`src/rtl/lfsr_uart_tx.sv`:
```
// lfsr_uart_tx: prints one LFSR word per valid/ready handshake as uppercase ASCII hex on an 8N1 UART line.
// Optional CR/LF suffix after each word is compiled in with the LFSR_TX_CRLF_EN macro.
module lfsr_uart_tx #(
  parameter int CLK_HZ = 50_000_000,
  parameter int BAUD   = 115_200,
  parameter int DATA_W = 16
) (
  input  logic              CLK50MHZ,
  input  logic              reset_n,
  input  logic [DATA_W-1:0] data_in,
  input  logic              data_valid,
  output logic              data_ready,
  output logic              RsTx,
  output logic              busy,
  output logic              frame_done
);

  localparam int CLKS_PER_BIT = (CLK_HZ + BAUD / 2) / BAUD;
  localparam int CNT_W        = (CLKS_PER_BIT > 1) ? $clog2(CLKS_PER_BIT) : 1;
  localparam int HEX_CHARS    = DATA_W / 4;
`ifdef LFSR_TX_CRLF_EN
  localparam int NUM_CHARS    = HEX_CHARS + 2;
`else
  localparam int NUM_CHARS    = HEX_CHARS;
`endif
  localparam int IDX_W        = (NUM_CHARS > 1) ? $clog2(NUM_CHARS) : 1;

  localparam logic [CNT_W-1:0] BIT_LAST  = CNT_W'(CLKS_PER_BIT - 1);
  localparam logic [IDX_W-1:0] CHAR_LAST = IDX_W'(NUM_CHARS - 1);
  localparam logic [2:0]       DATA_LAST = 3'd7;

  generate
    if (CLKS_PER_BIT < 2) begin : g_bad_baud
      $error("lfsr_uart_tx: CLKS_PER_BIT must be at least 2");
    end
    if ((DATA_W < 4) || ((DATA_W % 4) != 0)) begin : g_bad_width
      $error("lfsr_uart_tx: DATA_W must be a multiple of 4 and at least 4");
    end
  endgenerate

  typedef enum logic [1:0] {
    IDLE  = 2'd0,
    START = 2'd1,
    DATA  = 2'd2,
    STOP  = 2'd3
  } state_e;

  state_e            state_q;
  logic [CNT_W-1:0]  baud_cnt_q;
  logic [2:0]        bit_idx_q;
  logic [IDX_W-1:0]  char_idx_q;
  logic [DATA_W-1:0] shift_q;
  logic              tx_q;
  logic              ready_q;
  logic              busy_q;
  logic              done_q;

  logic [7:0]        char_s;
  logic              next_bit_s;
  logic              bit_end_s;

  function automatic logic [7:0] hex_ascii(input logic [3:0] nib);
    logic [7:0] code;
    if (nib <= 4'd9) begin
      code = 8'h30 + {4'h0, nib};
    end else begin
      code = 8'h37 + {4'h0, nib};
    end
    return code;
  endfunction

  // Current character: the top nibble of the shift register, or CR/LF once the hex digits are spent.
  always_comb begin
    char_s = hex_ascii(shift_q[DATA_W-1 -: 4]);
`ifdef LFSR_TX_CRLF_EN
    if (char_idx_q == IDX_W'(HEX_CHARS)) begin
      char_s = 8'h0D;
    end else if (char_idx_q == IDX_W'(HEX_CHARS + 1)) begin
      char_s = 8'h0A;
    end else begin
      char_s = hex_ascii(shift_q[DATA_W-1 -: 4]);
    end
`endif
  end

  // Bit-boundary strobe and the data bit that follows the one on the line.
  always_comb begin
    bit_end_s  = (baud_cnt_q == BIT_LAST);
    next_bit_s = char_s[bit_idx_q + 3'd1];
  end

  // Frame FSM; every output is a register updated here so nothing combinational reaches a pin.
  always_ff @(posedge CLK50MHZ or negedge reset_n) begin
    if (!reset_n) begin
      state_q    <= IDLE;
      baud_cnt_q <= '0;
      bit_idx_q  <= '0;
      char_idx_q <= '0;
      shift_q    <= '0;
      tx_q       <= 1'b1;
      ready_q    <= 1'b1;
      busy_q     <= 1'b0;
      done_q     <= 1'b0;
    end else begin
      done_q <= 1'b0;
      case (state_q)
        IDLE: begin
          tx_q <= 1'b1;
          if (data_valid && ready_q) begin
            shift_q    <= data_in;
            char_idx_q <= '0;
            bit_idx_q  <= '0;
            baud_cnt_q <= '0;
            tx_q       <= 1'b0;
            ready_q    <= 1'b0;
            busy_q     <= 1'b1;
            state_q    <= START;
          end else begin
            baud_cnt_q <= '0;
          end
        end
        START: begin
          if (bit_end_s) begin
            baud_cnt_q <= '0;
            bit_idx_q  <= '0;
            tx_q       <= char_s[0];
            state_q    <= DATA;
          end else begin
            baud_cnt_q <= baud_cnt_q + 1'b1;
          end
        end
        DATA: begin
          if (bit_end_s) begin
            baud_cnt_q <= '0;
            if (bit_idx_q == DATA_LAST) begin
              tx_q    <= 1'b1;
              state_q <= STOP;
            end else begin
              bit_idx_q <= bit_idx_q + 3'd1;
              tx_q      <= next_bit_s;
            end
          end else begin
            baud_cnt_q <= baud_cnt_q + 1'b1;
          end
        end
        STOP: begin
          if (bit_end_s) begin
            baud_cnt_q <= '0;
            if (char_idx_q == CHAR_LAST) begin
              tx_q    <= 1'b1;
              ready_q <= 1'b1;
              busy_q  <= 1'b0;
              done_q  <= 1'b1;
              state_q <= IDLE;
            end else begin
              // Next character starts immediately; the shift exposes the next nibble.
              char_idx_q <= char_idx_q + 1'b1;
              shift_q    <= shift_q << 3'd4;
              tx_q       <= 1'b0;
              state_q    <= START;
            end
          end else begin
            baud_cnt_q <= baud_cnt_q + 1'b1;
          end
        end
        default: begin
          baud_cnt_q <= '0;
          tx_q       <= 1'b1;
          ready_q    <= 1'b1;
          busy_q     <= 1'b0;
          state_q    <= IDLE;
        end
      endcase
    end
  end

  assign data_ready = ready_q;
  assign RsTx       = tx_q;
  assign busy       = busy_q;
  assign frame_done = done_q;

endmodule

```
`config.mk`:
```
export PLATFORM = sky130hd
export DESIGN_NAME = lfsr_uart_tx
export DESIGN_NICKNAME = d
export VERILOG_FILES = /design/src/rtl/lfsr_uart_tx.sv
export SDC_FILE = /design/constraint.sdc
export NUM_CORES = 1
export LEC_CHECK = 0
export ABC_AREA = 1
export BUFFER_PORTS_ARGS = -buffer_cell sky130_fd_sc_hd__buf_2
export CAP_MARGIN = 5
export CORE_ASPECT_RATIO = 0.7
export CORE_UTILIZATION = 35
export DETAILED_ROUTE_END_ITERATION = 16
export GPL_ROUTABILITY_DRIVEN = 0
export PLACE_DENSITY = 0.52
export SLEW_MARGIN = 15
export SYNTH_ARGS = -nofsm -noshare
export SYNTH_HDL_FRONTEND = slang
export SYNTH_SLANG_ARGS = --single-unit
```
`constraint.sdc`:
```
create_clock -name CLK50MHZ -period 2.3 [get_ports CLK50MHZ]
set_input_delay 0.46 -clock CLK50MHZ [delete_from_list [all_inputs] [get_ports CLK50MHZ]]
set_output_delay 0.46 -clock CLK50MHZ [all_outputs]
set_load 0.005 [all_outputs]
```
Yosys cells after proc, flatten, opt, wreduce, memory -nomap -nowiden

Cells that the tools add are included.

Logic and storage cells: 82
RAM bits: 0
Input port bits: 19
Latch bits: 0
Output and inout bits: 4
Memories kept: 0
ROM bits: 0
Register bits: 36

Equality and inequality tests: 14
Add/sub/neg operators: 5
Div/mod/pow operators: 0
$lt $le $gt $ge: 2
$mul: 0
Multiplexer cells: 42
Shift-type cells: 0
Reductions and logical operators: 10
Bitwise operators: 0

Operators by type and width:

| operator            | count |
|---|---|
| $mux 16             | 3 |
| $pmux 16 s2         | 1 |
| $pmux 9 s2          | 1 |
| $mux 1              | 16 |
| $mux 2              | 8 |
| $ne 2x2->1 const B  | 8 |
| $add 6x4->7 const A | 2 |
| $mux 3              | 4 |
| $reduce_and 5->1    | 2 |
| $add 9x1->9 const B | 1 |
| $eq 9x9->1 const B  | 1 |
| $mux 9              | 1 |
| $pmux 3 s3          | 1 |
| $pmux 2 s4          | 1 |
| $reduce_and 4->1    | 2 |
| $mux 7              | 1 |
| $eq 2x2->1 const B  | 3 |
| $le 4x4->1 const B  | 1 |
| $lt 3x4->1 const B  | 1 |
| $pmux 1 s2          | 2 |
| $pmux 1 s4          | 1 |
| $pmux 2 s2          | 1 |
| $add 3x1->3 const B | 1 |
| $bmux 1 s3          | 1 |
| 9 further kinds     | 9 |

Depth between registers and ports, before layout

Gate-level depths: netlist of run 1.

Depth in word-level cells: 7
Depth in mapped cells: 13
Gate-level depth less buffers: 13

Least setup slack after synthesis of run 1

No wires, ideal clock.

Path kind: register -> register
Start: reg state_q[0]
End: reg state_q[0]
Library setup time: 0.128 ns
Arrival time: 1.523 ns
Stages on the path, launching flop included: 11
Path buffers: 0
Period minus slack after synthesis: 1.651 ns
Data required time: 2.172 ns
Path slack: 0.649 ns
Cell sequence: dfrtp_1 -> inv_1 -> ha_1 -> inv_1 -> a21oi_1 -> o21bai_2 -> clkinv_2 -> nand2_2 -> nor2_4 -> o21ai_1 -> o21ai_0

Word-level cells in the longest chain between the ends: 3
Elaborated cells on any way between the ends: 11
Classes of those cells: 8 x eq/ne; 1 x mux; 2 x reduce/logical

RTL lines:

| element                                  | RTL line | RTL |
|---|---|---|
| from (decl)                              | 48       | `state_e state_q;` |
| from (signal assigned)                   | 95       | `state_q <= IDLE;` |
| from (signal assigned)                   | 117      | `state_q <= START;` |
| from (signal assigned)                   | 127      | `state_q <= DATA;` |
| $eq 2x2->1, or another cell as far along | 106      | `case (state_q)` |
| $ne 2x2->1 (no source line)              | --       |  |
| $reduce_and 5->1 (no source line)        | --       |  |

Parallel ways exist; a longest one is shown, timed or not.
A chain may end at the register's enable or synchronous reset.

Final worst setup path of run 1

Start: reg state_q[0]
End: reg shift_q[5]

Word-level cells in the longest chain between the ends: 3
Elaborated cells on any way between the ends: 8
Classes of those cells: 4 x eq/ne; 1 x mux; 3 x reduce/logical

RTL lines:

| element                                                          | RTL line | RTL |
|---|---|---|
| $eq 2x2->1 or $logic_not 2->1 (tied branches)                    | 106      |  |
| $ne 2x2->1 (no source line) or $reduce_bool 2->1 (tied branches) | --       |  |
| $reduce_and 4->1 (no source line)                                | --       |  |
| to (signal assigned)                                             | 110      | `shift_q <= data_in;` |
| to (signal assigned)                                             | 158      | `shift_q <= shift_q << 3'd4;` |
| to (decl)                                                        | 52       | `logic [DATA_W-1:0] shift_q;` |

Parallel ways exist; a longest one is shown, timed or not.

==> results of run 1 <==
[per-layer routing]
| layer | vias to the layer above | track usage (%) |
|---|---|---|
| met5 | - | 0 |
| met4 | 0 | 4.69 |
| met3 | 7 | 4.17 |
| met2 | 26 | 22.7 |
| met1 | 709 | 21.8 |
| li1 | 832 | - |
[registers in the layout, summed over array words and instances (netlist names), 2 cells and up]
| register | count |
|---|---|
| bit_idx_q | 3 |
| shift_q | 16 |
| baud_cnt_q | 9 |
| state_q | 2 |
| char_idx_q | 2 |
[area by class of cell]
type	count	area share [%]
clock buffers	5	3.00
multi-input cells	161	39.7
repair buffers	25	5.79
flip-flops and latches	36	39.4
inverters	37	6.12
well taps	72	3.93
clock inverters	3	2.02
[cell usage in the layout (no fill, tap or decap), types with 10 or more instances in the layout]
cell type,count
a21oi_1,10
dfrtp_1,34
nand2_1,44
inv_1,33
nand3_1,20
o21ai_0,24
ha_1,12
nor2_1,20
buf_2,22
o211ai_1,10
[cell families after synthesis]
kind of cell	share of synthesized area [%]
flops	45.1
simple gates	22.3
buf+inv	9.55
compound gates	14.3
fa+ha+maj	7.49
xor+xnor	1.31
[how the worst max path moves through the flow]
stage | to | cells past startpoint | slack (ps) | start
after global placement | shift_q[13] | 8 | 230 | state_q[0]
after CTS | shift_q[8] | 8 | 270 | state_q[0]
after floorplan | state_q[0] | 10 | 650 | state_q[0]
after detailed placement | shift_q[8] | 8 | 280 | state_q[0]
final | shift_q[5] | 8 | 250 | state_q[0]
after global routing | shift_q[5] | 8 | 7 | state_q[0]
[critical path, cell delays in order, from the launching register on]
cell and delay, ps:
dfrtp_1 410, inv_1 100, ha_1 230, inv_1 130, a21oi_1 110, o21bai_2 260
nor2_4 470, o211ai_1 160, o21ai_0 110
[stage by stage]
step                      hold WS, ps  util, %  total power, mW
final                             245     42.7             1.24
after global routing              320     42.7             1.29
after CTS                         278     42.7             1.26
after detailed placement          470     40.5            0.675
after global placement            462     40.5            0.675
after floorplan                   164        -            0.645
[where the power goes]
part | total, mW | leakage [nW] | switching (mW) | internal [mW]
sequential | 0.632 | 0.387 | 0 | 0.632
clock | 0.577 | 0.0548 | 0.251 | 0.327
combinational | 0.0279 | 0.702 | 0.0173 | 0.0107
==> impl_metrics.json, run 1 <==
{
  "status": "complete, no violations",
  "finalSetupTns_ps": 0,
  "synth_cells": 242,
  "antenna_found_initial": 0,
  "reg2reg_to": "shift_q[5]",
  "diodes": 0,
  "setup_viol": 0,
  "synth_fp_nets": 273,
  "worstPathArrival_ps": 2260,
  "cts_buffers": 5,
  "ff2ff_setup_slack_ps": 250,
  "drive_above_1_share_pct": 18.4,
  "fin_skew_ps": 9.29,
  "ir_drop_mv": 0.209,
  "cts_tree": "yes",
  "vias": 1574,
  "placed_area_um2": 2180,
  "drc": 0,
  "clock_path_buffers": 2,
  "slew_viol_final": 0,
  "dr.first_iter.drc_count": 69,
  "hp-class": "in2async",
  "reg2reg_from": "state_q[0]",
  "clock-root-buffer": "clkbuf_8",
  "finalCritPeriodShare_pct": 89.0,
  "wl_um": 3830,
  "synthDistinctLibCells": 29,
  "fillers": 551,
  "routed.top_layer": "met4",
  "multi_input_area_um2": 910,
  "ff_latch_area_um2": 903,
  "synthArstFlopShare_pct": 100,
  "power-per-cell-area_nw_per_um2": 540,
  "post_cts_resized": 0,
  "seq_area_frac_synth_pct": 45.1,
  "synth-warning-count": 0,
  "insertion_delay_ps": 290,
  "postLayoutCellArea_um2": 2290,
  "htreeDepth": 2,
  "gr-usage-all-layers_pct": 15.4,
  "drt-met1-wl_um": 2130,
  "row_count": 22,
  "netlist_area_um2": 2000,
  "synth.ff_latch_count": 36,
  "worst_setup_path_end_kind": "register",
  "die_w_um": 92.5,
  "core_um2": 5370,
  "p_leak_nw": 1.14,
  "max_clock_freq_ghz": 0.489,
  "area_growth_pct": 14.3,
  "grt_pass1_wl_um": 7170,
  "die_h_um": 65.3,
  "synth_top_area_share_pct": 42.4,
  "hold_viol_final": 0,
  "rr_worst_depth": 8,
  "place_ws_ps": 283,
  "synth.most_common_cell": "nand2_1",
  "drt-wirelength-per-cell_um": 11.3,
  "portBuffers": 22,
  "ys_top_cells_by_area": "dfrtp_1 42%, nand2_1 8.2%, ha_1 7.5%",
  "worst_slack_ps": 254,
  "die-area_um2": 6040,
  "dp_cells": 331,
  "clk_pin_slew_ps": 80,
  "finalCriticalPeriod_ps": 2050,
  "ios": 23,
  "rsz0062_at_grt": "false",
  "grt_pass1_vias": 1548,
  "wl_met3_um": 165,
  "clock_sinks": 36,
  "synth_top_flop_cell": "dfrtp_1",
  "initial_core_util_pct": 37.3,
  "ant_nets": 0,
  "critPathKind": "reg2reg",
  "wl_met2_um": 1500,
  "post_cts_buffers": 0,
  "maxCapViolations": 0,
  "overflow": 0,
  "start_kind": "register",
  "dp_hpwl_um": 2850,
  "worst_slew_pin_slew_ps": 802,
  "via_per_inst": 4.64,
  "final_cells": 339,
  "grt_max_degree": 37,
  "relSlewSlack_pct": 46.5,
  "yosys.area.top_type": "dfrtp_1",
  "required_ps": 2520,
  "yosys-top-cells-count": "44 x nand2_1, 34 x dfrtp_1, 33 x inv_1, 24 x o21ai_0",
  "syn_area_per_cell_um2": 8.28,
  "ctsHoldBuffers": 0,
  "synth-edff-count": 0,
  "cp_max_fo": 30,
  "layout.nets": 297,
  "firstDrtPassIters": 4
}
(Power assumes the default switching activity.)
==> inputs of run 2 (changes only) <==
--- a/config.mk
+++ b/config.mk
@@ -9,10 +9,10 @@
 export BUFFER_PORTS_ARGS = -buffer_cell sky130_fd_sc_hd__buf_2
 export CAP_MARGIN = 5
 export CORE_ASPECT_RATIO = 0.7
-export CORE_UTILIZATION = 35
+export CORE_UTILIZATION = 40
 export DETAILED_ROUTE_END_ITERATION = 16
 export GPL_ROUTABILITY_DRIVEN = 0
-export PLACE_DENSITY = 0.52
+export PLACE_DENSITY = 0.58
 export SLEW_MARGIN = 15
 export SYNTH_ARGS = -nofsm -noshare
 export SYNTH_HDL_FRONTEND = slang
==> run 2 against run 1 <==
  * Largest power group unchanged
  * Clock skew fell by 2.8 ps
  * Cell area shrank 0.22%
  * Die area fell by 12%
  * Flip-flop and latch count did not move
  * Maximum frequency decreased by 0.12%
  * Critical endpoint is now char_idx_q[0]
  * Critical path depth is the same
  * Utilization up 4.9 points
  * Clock power shrank 3.8%
==> impl_metrics.json, run 2 (synthesis gave the netlist of run 1 again) <==
{
  "status": "complete, no violations",
  "initial_core_util_pct": 41.7,
  "core_um2": 4810,
  "largest_registers": "shift_q: 16 flops, baud_cnt_q: 9 flops, bit_idx_q: 3 flops",
  "rr_worst_depth": 8,
  "critPathKind": "reg2reg",
  "clock-root-buffer": "clkbuf_8",
  "cts_buffers": 5,
  "grt_util_met1_pct": 24.9,
  "slew_viol_final": 0,
  "portBuffers": 22,
  "die_h_um": 61.2,
  "grt_util_met3_pct": 4.29,
  "diodes": 0,
  "ant_nets": 0,
  "wl_um": 3970,
  "overflow": 0,
  "reg2reg_from": "state_q[0]",
  "post_cts_resized": 0,
  "required_ps": 2500,
  "clk_pin_slew_ps": 70,
  "clock_path_buffers": 2,
  "htreeDepth": 2,
  "reg2reg_to": "char_idx_q[0]",
  "grt_pass1_wl_um": 6570,
  "grt_pass1_vias": 1404,
  "crit_family": "simple AND/OR/NAND/NOR gates",
  "dr.first_iter.drc_count": 108,
  "post_cts_buffers": 0,
  "power-per-cell-area_nw_per_um2": 531,
  "post-route-util_pct": 47.5,
  "clock_sinks": 36,
  "worst_slew_pin_slew_ps": 804,
  "die-area_um2": 5300,
  "p_leak_nw": 1.15,
  "layout.nets": 298,
  "relSlewSlack_pct": 46.4,
  "ir_drop_mv": 0.268,
  "cpMaxStageDelayCell": "nor2_2",
  "path_cells": "inv_1 > ha_1 > inv_1 > a21oi_1 > o21bai_2 > nor2_2 > nand3_1 > o21ai_0",
  "slowest_delay_ps": 470,
  "largest_reg_flops": 16,
  "finalSetupTns_ps": 0,
  "cts_tree": "yes",
  "dp_cells": 328,
  "mostFrequentLayoutCells": "44 x nand2_1, 34 x dfrtp_1, 33 x inv_1",
  "max_clock_freq_ghz": 0.488,
  "hold_viol_final": 0,
  "p_total_mw": 1.21,
  "final_cells": 337,
  "dp_hpwl_um": 2740,
  "crit_path_frequent_cell": "inv_1",
  "drive_above_1_share_pct": 18.3,
  "die_w_um": 86.6,
  "ctsHoldBuffers": 0,
  "cp_max_fo": 15,
  "final_common_cell": "nand2_1",
  "row_count": 21,
  "finalCritPeriodShare_pct": 89.1,
  "area_growth_pct": 14.0,
  "setup_viol": 0,
  "vias": 1578,
  "antenna_found_initial": 0,
  "maxCapViolations": 0,
  "via_per_inst": 4.68,
  "finalCriticalPeriod_ps": 2050,
  "largest_register": "shift_q",
  "grt_max_degree": 37,
  "drt-wirelength-per-cell_um": 11.8,
  "ff2ff_setup_slack_ps": 250,
  "ios": 23,
  "grtUsageMet2_pct": 23.5,
  "worstPathArrival_ps": 2250,
  "fin_skew_ps": 6.53,
  "cp_num_buf_inv": 2,
  "firstDrtPassIters": 4,
  "globalRoute.busiestLayer": "met1",
  "hp-class": "in2async",
  "gr-usage-all-layers_pct": 16.7,
  "insertion_delay_ps": 290,
  "worst_setup_path_end_kind": "register",
  "rsz0062_at_grt": "false",
  "start_kind": "register",
  "drc": 0
}
-- run 2: changes by cell type in the layout (fill, tap and decap cells not counted), sizes merged --
cell	delta
nor2	+1
inv	-1
clkinv	+1
clkinvlp	-1
clkbuf	+1
-- run 2: worst max-delay path by stage --
| stage | endpoint | from | cells past startpoint | slack (ps) |
|---|---|---|---|---|
| 6_report | char_idx_q[0] | state_q[0] | 8 | 250 |
| 5_1_grt | state_q[0] | state_q[1] | 10 | 90 |
| 4_1_cts | shift_q[4] | state_q[0] | 8 | 230 |
| 3_5_place_dp | shift_q[4] | state_q[0] | 8 | 250 |
| 3_3_place_gp | shift_q[7] | state_q[0] | 8 | 290 |
| 2_1_floorplan | state_q[0] | state_q[0] | 10 | 650 |
-- run 2: cell type report --
| type | instances | area, um^2 |
|---|---|---|
| clock buffer | 6 | 72.6 |
| clock inverter | 2 | 35.0 |
| fill | 484 | 2520 |
| inverter | 37 | 140 |
| multi-input combinational | 162 | 916 |
| sequential | 36 | 903 |
| tap | 69 | 86.3 |
| timing repair buffer | 25 | 133 |
-- run 2: metrics by stage --
stage / area [um^2] / setup WS (ps) / hold slack (ps)
global placement: 2170 / 291 / 460
floorplan: 2000 / 649 / 164
finish: 2290 / 251 / 260
detailed placement: 2170 / 245 / 468
global route: 2290 / 94.6 / 336
CTS: 2280 / 231 / 301
-- run 2: report_power, final --
group	leakage, nW	switching, mW	internal, mW	total (mW)
combinational	0.705	0.0162	0.0106	0.0268
sequential	0.387	0	0.633	0.633
clock	0.0552	0.234	0.322	0.555
-- run 2: layer usage --
| metal | up-vias | part of all wire, % |
|---|---|---|
| li1 | 838 | - |
| met1 | 717 | 57 |
| met2 | 18 | 39 |
| met3 | 5 | 2.9 |
| met4 | 0 | 1.1 |
| met5 | - | 0 |
